<file path="config.mk">
export PLATFORM = sky130hd
export DESIGN_NAME = dec_entry
export DESIGN_NICKNAME = d
export VERILOG_FILES = /design/src/rtl/dec_entry.sv
export SDC_FILE = /design/constraint.sdc
export NUM_CORES = 1
export LEC_CHECK = 0
export ABC_AREA = 1
export BUFFER_PORTS_ARGS = -buffer_cell sky130_fd_sc_hd__buf_2
export CAP_MARGIN = 20
export CORE_MARGIN = 2
export CORE_UTILIZATION = 45
export CTS_BUF_LIST = sky130_fd_sc_hd__clkbuf_2
export DETAILED_ROUTE_END_ITERATION = 10
export SETUP_SLACK_MARGIN = 0.5
export SYNTH_ARGS = -nofsm -noshare
export SYNTH_HDL_FRONTEND = slang
export SYNTH_SLANG_ARGS = --single-unit
</file>
<file path="constraint.sdc">
create_clock -name CLK -period 4.25 [get_ports CLK]
set_input_delay 1.0625 -clock CLK [delete_from_list [all_inputs] [get_ports CLK]]
set_output_delay 1.0625 -clock CLK [all_outputs]
set_load 0.005 [all_outputs]
</file>
<file path="src/rtl/dec_entry.sv">
// Decimal operand entry: debounced-by-sync key events append, delete or clear
// digits of a binary operand (multiply-by-10 on entry, restoring divide-by-10 on delete).
module dec_entry #(
  parameter int WIDTH      = 20,
  parameter int MAX_DIGITS = 6,
  parameter int CNT_W      = 3
) (
  input  logic             CLK,
  input  logic             RST,
  input  logic             key_dig,
  input  logic             key_del,
  input  logic             key_clr,
  input  logic [3:0]       digit_sw,
  output logic [WIDTH-1:0] data,
  output logic [CNT_W-1:0] ndigits,
  output logic             full,
  output logic             err,
  output logic             busy,
  output logic             done
);

  localparam int DCW = $clog2(WIDTH + 1);

  localparam logic [1:0] S_IDLE = 2'd0;
  localparam logic [1:0] S_MUL  = 2'd1;
  localparam logic [1:0] S_ADD  = 2'd2;
  localparam logic [1:0] S_DIV  = 2'd3;

  logic [1:0]       r_state;
  logic [2:0]       r_sync_dig, r_sync_del, r_sync_clr;
  logic [WIDTH-1:0] r_data;
  logic [CNT_W-1:0] r_ndig;
  logic             r_err;
  logic             r_done;
  logic [3:0]       r_digit;
  logic [WIDTH+3:0] r_acc;
  logic [3:0]       r_rem;
  logic [WIDTH-1:0] r_quo;
  logic [DCW-1:0]   r_cnt;

  logic             w_ev_dig, w_ev_del, w_ev_clr;
  logic             w_clr, w_del, w_dig;
  logic             w_full;
  logic [WIDTH+3:0] w_data_x;
  logic [WIDTH+3:0] w_mul;
  logic [4:0]       w_rem_sh;
  logic             w_qbit;
  logic [3:0]       w_rem_nx;

  // Bit 2 holds the previous synchronized level; a 1->0 step is one press event.
  assign w_ev_dig = r_sync_dig[2] & ~r_sync_dig[1];
  assign w_ev_del = r_sync_del[2] & ~r_sync_del[1];
  assign w_ev_clr = r_sync_clr[2] & ~r_sync_clr[1];

  assign w_clr = w_ev_clr;
  assign w_del = w_ev_del & ~w_ev_clr;
  assign w_dig = w_ev_dig & ~w_ev_del & ~w_ev_clr;

  assign w_full   = (r_ndig == CNT_W'(MAX_DIGITS));
  assign w_data_x = {4'b0000, r_data};
  assign w_mul    = (w_data_x << 3) + (w_data_x << 1);

  // Restoring step: quotient bits shift into r_quo as dividend bits shift out.
  assign w_rem_sh = {r_rem, r_quo[WIDTH-1]};
  assign w_qbit   = (w_rem_sh >= 5'd10);
  assign w_rem_nx = w_qbit ? 4'(w_rem_sh - 5'd10) : w_rem_sh[3:0];

  always_ff @(posedge CLK) begin
    if (RST) begin
      r_state    <= S_IDLE;
      r_sync_dig <= '1;
      r_sync_del <= '1;
      r_sync_clr <= '1;
      r_data     <= '0;
      r_ndig     <= '0;
      r_err      <= 1'b0;
      r_done     <= 1'b0;
      r_digit    <= '0;
      r_acc      <= '0;
      r_rem      <= '0;
      r_quo      <= '0;
      r_cnt      <= '0;
    end else begin
      r_sync_dig <= {r_sync_dig[1:0], key_dig};
      r_sync_del <= {r_sync_del[1:0], key_del};
      r_sync_clr <= {r_sync_clr[1:0], key_clr};
      r_done     <= 1'b0;
      if (w_clr) begin
        r_data  <= '0;
        r_ndig  <= '0;
        r_err   <= 1'b0;
        r_done  <= 1'b1;
        r_state <= S_IDLE;
      end else begin
        case (r_state)
          S_IDLE: begin
            if (w_del) begin
              if (r_ndig != '0) begin
                r_rem   <= '0;
                r_quo   <= r_data;
                r_cnt   <= DCW'(WIDTH);
                r_state <= S_DIV;
              end
            end else if (w_dig) begin
              if (digit_sw > 4'd9) begin
                r_err <= 1'b1;
              end else if (!w_full) begin
                r_digit <= digit_sw;
                r_err   <= 1'b0;
                r_state <= S_MUL;
              end
            end
          end
          S_MUL: begin
            r_acc   <= w_mul;
            r_state <= S_ADD;
          end
          S_ADD: begin
            r_data  <= WIDTH'(r_acc + {{WIDTH{1'b0}}, r_digit});
            r_ndig  <= r_ndig + CNT_W'(1);
            r_done  <= 1'b1;
            r_state <= S_IDLE;
          end
          S_DIV: begin
            if (r_cnt != '0) begin
              r_rem <= w_rem_nx;
              r_quo <= {r_quo[WIDTH-2:0], w_qbit};
              r_cnt <= r_cnt - DCW'(1);
            end else begin
              r_data  <= r_quo;
              r_ndig  <= r_ndig - CNT_W'(1);
              r_done  <= 1'b1;
              r_state <= S_IDLE;
            end
          end
          default: r_state <= S_IDLE;
        endcase
      end
    end
  end

  assign data    = r_data;
  assign ndigits = r_ndig;
  assign full    = w_full;
  assign err     = r_err;
  assign busy    = (r_state != S_IDLE);
  assign done    = r_done;

endmodule

</file>
After elaboration in Yosys (flattened, before gate mapping) --
Cells that the tools add are included. W data, S select, Z words.
Word-level totals: input bits 9, register bits 89, output and inout port bits 27, logic and storage cells 90
Cells by class: magnitude comparators 2, bitwise logic cells 14, reduce and logical (&&, ||, !) cells 13, mux-type cells 29, equal/unequal tests 13, $add $sub $neg 6
Operators with widths (count):
- $mux W20 | 4
- $pmux W20 S2 | 2
- $add A20 B20 Y20 | 1
- $add A20 B4 Y20 | 1
- $mux W4 | 4
- $mux W5 | 3
- $mux W2 | 6
- $ne A3 B3 Y1 const B | 4
- $pmux W5 S2 | 1
- $reduce_and A5 Y1 | 2
- $ne A2 B2 Y1 const B | 4
- $not A1 Y1 | 8
- $pmux W2 S4 | 1
- $pmux W4 S2 | 1
- $and A1 B1 Y1 | 6
- $pmux W3 S2 | 1
- $reduce_and A6 Y1 | 1
- $reduce_bool A2 Y1 | 3
- $ge A5 B4 Y1 const B | 1
- $reduce_bool A5 Y1 | 1
- $sub A5 B1 Y5 const B | 1
- $eq A2 B2 Y1 const B | 2
- $gt A4 B4 Y1 const B | 1
- $mux W1 | 4
- 13 further kinds | 14

Logic depth before layout (Yosys ltp) --
word-level depth 8, depth in mapped cells 12, mapped depth without buffers 12

Least setup slack after synthesis --
No wires, ideal clock.
path kind input to register, from input RST, to register r_data[1] (netlist: data[1]), required time 4.176 ns, slack 2.354 ns, arrival 1.822 ns, stages on the path 5, setup time 0.074 ns, path buffers 2, cells stage by stage clkbuf_1 > nor2_1 > clkbuf_1 > o21ai_0 > a31oi_1
Between the ends: cells in the longest elaborated chain, start to end 1
Ends and longest elaborated chain:
- from (decl) | RTL line 9 | input logic RST,
- $reduce_or A2 Y1 (no source line)
- to (signal assigned) | RTL line 119 | r_data <= WIDTH'(r_acc + {{WIDTH{1'b0}}, r_digit});
- to (signal assigned) | RTL line 130 | r_data <= r_quo;
- to (decl) | RTL line 31 | logic [WIDTH-1:0] r_data;
No other way between the ends. A chain may end at the register's enable or synchronous reset.

Final worst setup path --
from register r_state[0], to output busy
Between the ends: cells in the longest elaborated chain, start to end 1
Ends and longest elaborated chain:
- from (decl) | RTL line 29 | logic [1:0] r_state;
- from (signal assigned) | RTL line 70 | r_state <= S_IDLE;
- from (signal assigned) | RTL line 93 | r_state <= S_IDLE;
- from (signal assigned) | RTL line 102 | r_state <= S_DIV;
- $reduce_bool A2 Y1 | RTL line 146 | assign busy = (r_state != S_IDLE);
- to (decl) | RTL line 18 | output logic busy,
No other way between the ends.

==> flow_metrics.py <==
metrics = {
    "critical_path": {
        "crit_fanout": 7,
        "r2r_cells": 8,
        "crit_chain": "nor2_4 > inv_1 > buf_2",
        "end_kind": "primary output",
        "worstPathArrival_ns": 1.47,
        "worst-setup-path-type": "reg -> out",
        "startpoint_type": "register",
        "slowest_stage": "dfxtp_1",
        "cpPeakStageDelay_ns": 0.59,
        "critPathRequiredTime_ns": 3.19,
        "path_delay_family": "flip-flops",
        "worst-path-stages": 3,
        "crit_buf_inv": 2,
    },
    "timing": {
        "setup_viol": 0,
        "timing.final.ws_setup_ns": 1.72,
        "period_share": 0.596,
        "fmax_mhz": 395,
        "grt_setup_unrepaired": "no",
        "max_slew_margin": 0.464,
        "clock_skew_ns": 0.0257,
        "tightest_slew_ns": 0.804,
        "fin_crit_ns": 2.53,
        "drv_slew": 0,
        "worst_hold_slack_ns": 0.452,
        "fin_tns_setup_ns": 0,
        "final_hold_viol_count": 0,
    },
    "place": {
        "gp_congestion": 0.859,
        "place_hpwl_um": 9950,
        "portBuffers": 35,
        "pre_cts_slack_ns": 1.46,
        "place_area_sq_um": 5510,
    },
    "hold_path": {
        "min_delay_path_depth": 1,
        "hold_class": "reg -> reg",
    },
    "synthesis": {
        "yosysWarnings": 0,
        "ys_top_cells_by_area": "dfxtp_1, nand2_1, inv_1",
        "netlist.area_leader.share": 0.333,
        "async_reset_ff_frac": 0,
        "postSynthAreaPerCell_sq_um": 6.36,
        "synth_cell_types": 34,
        "netlist_area_sq_um": 5300,
        "syn_inst": 833,
        "synth-main-ff-cell": "dfxtp_1",
        "synth_edf_count": 0,
        "ys_seq_elements": 88,
        "synth-seq-area-share": 0.333,
        "synth.largest_area_cell": "dfxtp_1",
        "syn_nets": 867,
    },
    "grt": {
        "grt_usage": 0.225,
        "grt_pass1_wl_um": 22900,
        "antenna_found_initial": 1,
        "grt_overflow_total": 0,
        "grt_start_max_net_pins": 44,
        "grt_pass1_vias": 4808,
    },
    "final_layout": {
        "area_delta_synth_final_pct": 7.16,
        "final_common_cell": "nand2_1",
        "design_area_sq_um": 5680,
        "final_cell_mix": "nand2_1, inv_1, dfxtp_1, a21oi_1, nor2_1",
        "multi_input_area_sq_um": 2940,
        "seq_area_sq_um": 1760,
        "fillers": 1200,
        "drive_gt1_frac": 0.0897,
        "nets": 887,
    },
    "drt": {
        "drc_errors": 0,
        "wl_um": 13700,
        "vias": 5075,
        "drt_iter0_drc": 281,
        "first_pass_iters": 5,
        "vias_per_cell": 5.06,
        "wl_per_cell_um": 13.6,
        "ant_nets": 0,
    },
    "power_and_ir_drop": {
        "power_density_nw_per_um2": 277,
        "comb_power_share": 0.119,
        "seq_power_share": 0.569,
        "p_leak_nw": 2.73,
        "power.switching_mw": 0.450,
        "power_switching_share": 0.286,
        "intPower_mw": 1.12,
        "p_clk_frac": 0.312,
        "ir_drop_mv": 0.189,
    },
    "die": {
        "rows": 39,
        "coreArea_sq_um": 11500,
        "start_util": 0.462,
        "ioPinCount": 36,
        "die_area_sq_um": 12700,
        "fp.dieW_um": 113,
        "die_y_um": 113,
    },
    "cts": {
        "clock_sinks": 88,
        "htreeDepth": 3,
        "cts_made_buffers": 9,
        "cts_setup_buffers": 0,
        "cts_resized": 0,
        "hold_buffers": 0,
        "cts_buffer_depth": 2,
        "cts_tree": "built",
        "cts_root_buffer": "clkbuf_2",
        "path_clk_slew_ns": 0.25,
        "clkLatencyLatePin_ns": 0.59,
    },
    "job": {
        "maxCapViolations": 0,
    },
    "run_status": {
        "status": "finished, final reports clean",
    },
}
synthesized netlist by cell type, types with 7 or more instances:
master	instances
a21oi_1	83
buf_2	8
clkbuf_1	11
dfxtp_1	88
ha_1	22
inv_1	113
nand2_1	264
nand3_1	50
nor2_1	60
o21ai_0	56
or2_2	10
xor2_1	7
worst paths after layout:
| check | from | endpoint | slack (ns) |
|---|---|---|---|
| max | r_state[0]$_SDFFE_PP0P_ | busy | 1.72 |
| min | r_sync_dig[0]$_SDFF_PP1_ | r_sync_dig[1]$_SDFF_PP1_ | 0.45 |
| max reg2reg | r_cnt[0]$_SDFFE_PP0P_ | data[0]$_SDFFE_PP0P_ | 2.02 |
| min reg2reg | r_sync_dig[0]$_SDFF_PP1_ | r_sync_dig[1]$_SDFF_PP1_ | 0.45 |
per-layer routing:
metal	vias up	track usage	wire length, um
met4	0	0.0805	251
met2	96	0.387	6510
met3	15	0.0308	393
met1	2286	0.290	6520
li1	2678	-	-
met5	-	0	0
area by class of cell:
class / count / share of cell area
tap: 143 / 0.0315
inverter: 117 / 0.0774
timing repair buffer: 39 / 0.0397
antenna: 1 / 0.000441
clock inverter: 6 / 0.0148
multi-input combinational: 598 / 0.517
sequential: 88 / 0.310
clock buffer: 10 / 0.00882
kinds of logic (layout without fill, tap and decap cells):
logic type,count (synthesis),in the layout,share of synthesized area
AND/OR/NAND/NOR,404,404,0.316
AO/OA/AOI/OAI,159,159,0.158
buffers and inverters,147,172,0.113
flip-flops,88,88,0.333
adder cells (fa/ha/maj),25,25,0.0633
XOR/XNOR,10,10,0.0165
other,0,1,0
power by group through the flow:
stage          Combinational [mW]  Clock, mW  Sequential [mW]
2_1_floorplan               0.141          0            0.899
3_3_place_gp                0.184          0            0.910
3_5_place_dp                0.188          0            0.910
4_1_cts                     0.189      0.504            0.895
5_1_grt                     0.217      0.532            0.900
6_report                    0.188      0.491            0.895
registers in the layout (all words and copies together) (netlist names):
signal,count
err,1
r_sync_clr,3
r_sync_dig,3
r_digit,4
r_acc,19
r_cnt,5
r_state,2
r_rem,4
r_quo,20
r_sync_del,3
done,1
ndigits,3
data,20
through the flow:
step                      utilization  power [mW]  cells
after CTS                       0.492        1.59   1000
after global routing            0.495        1.65   1002
final                           0.495        1.57   1002
after global placement          0.480        1.09    983
after detailed placement        0.481        1.10    984
after floorplan                     -        1.04    833
(Power assumes the default switching activity.)
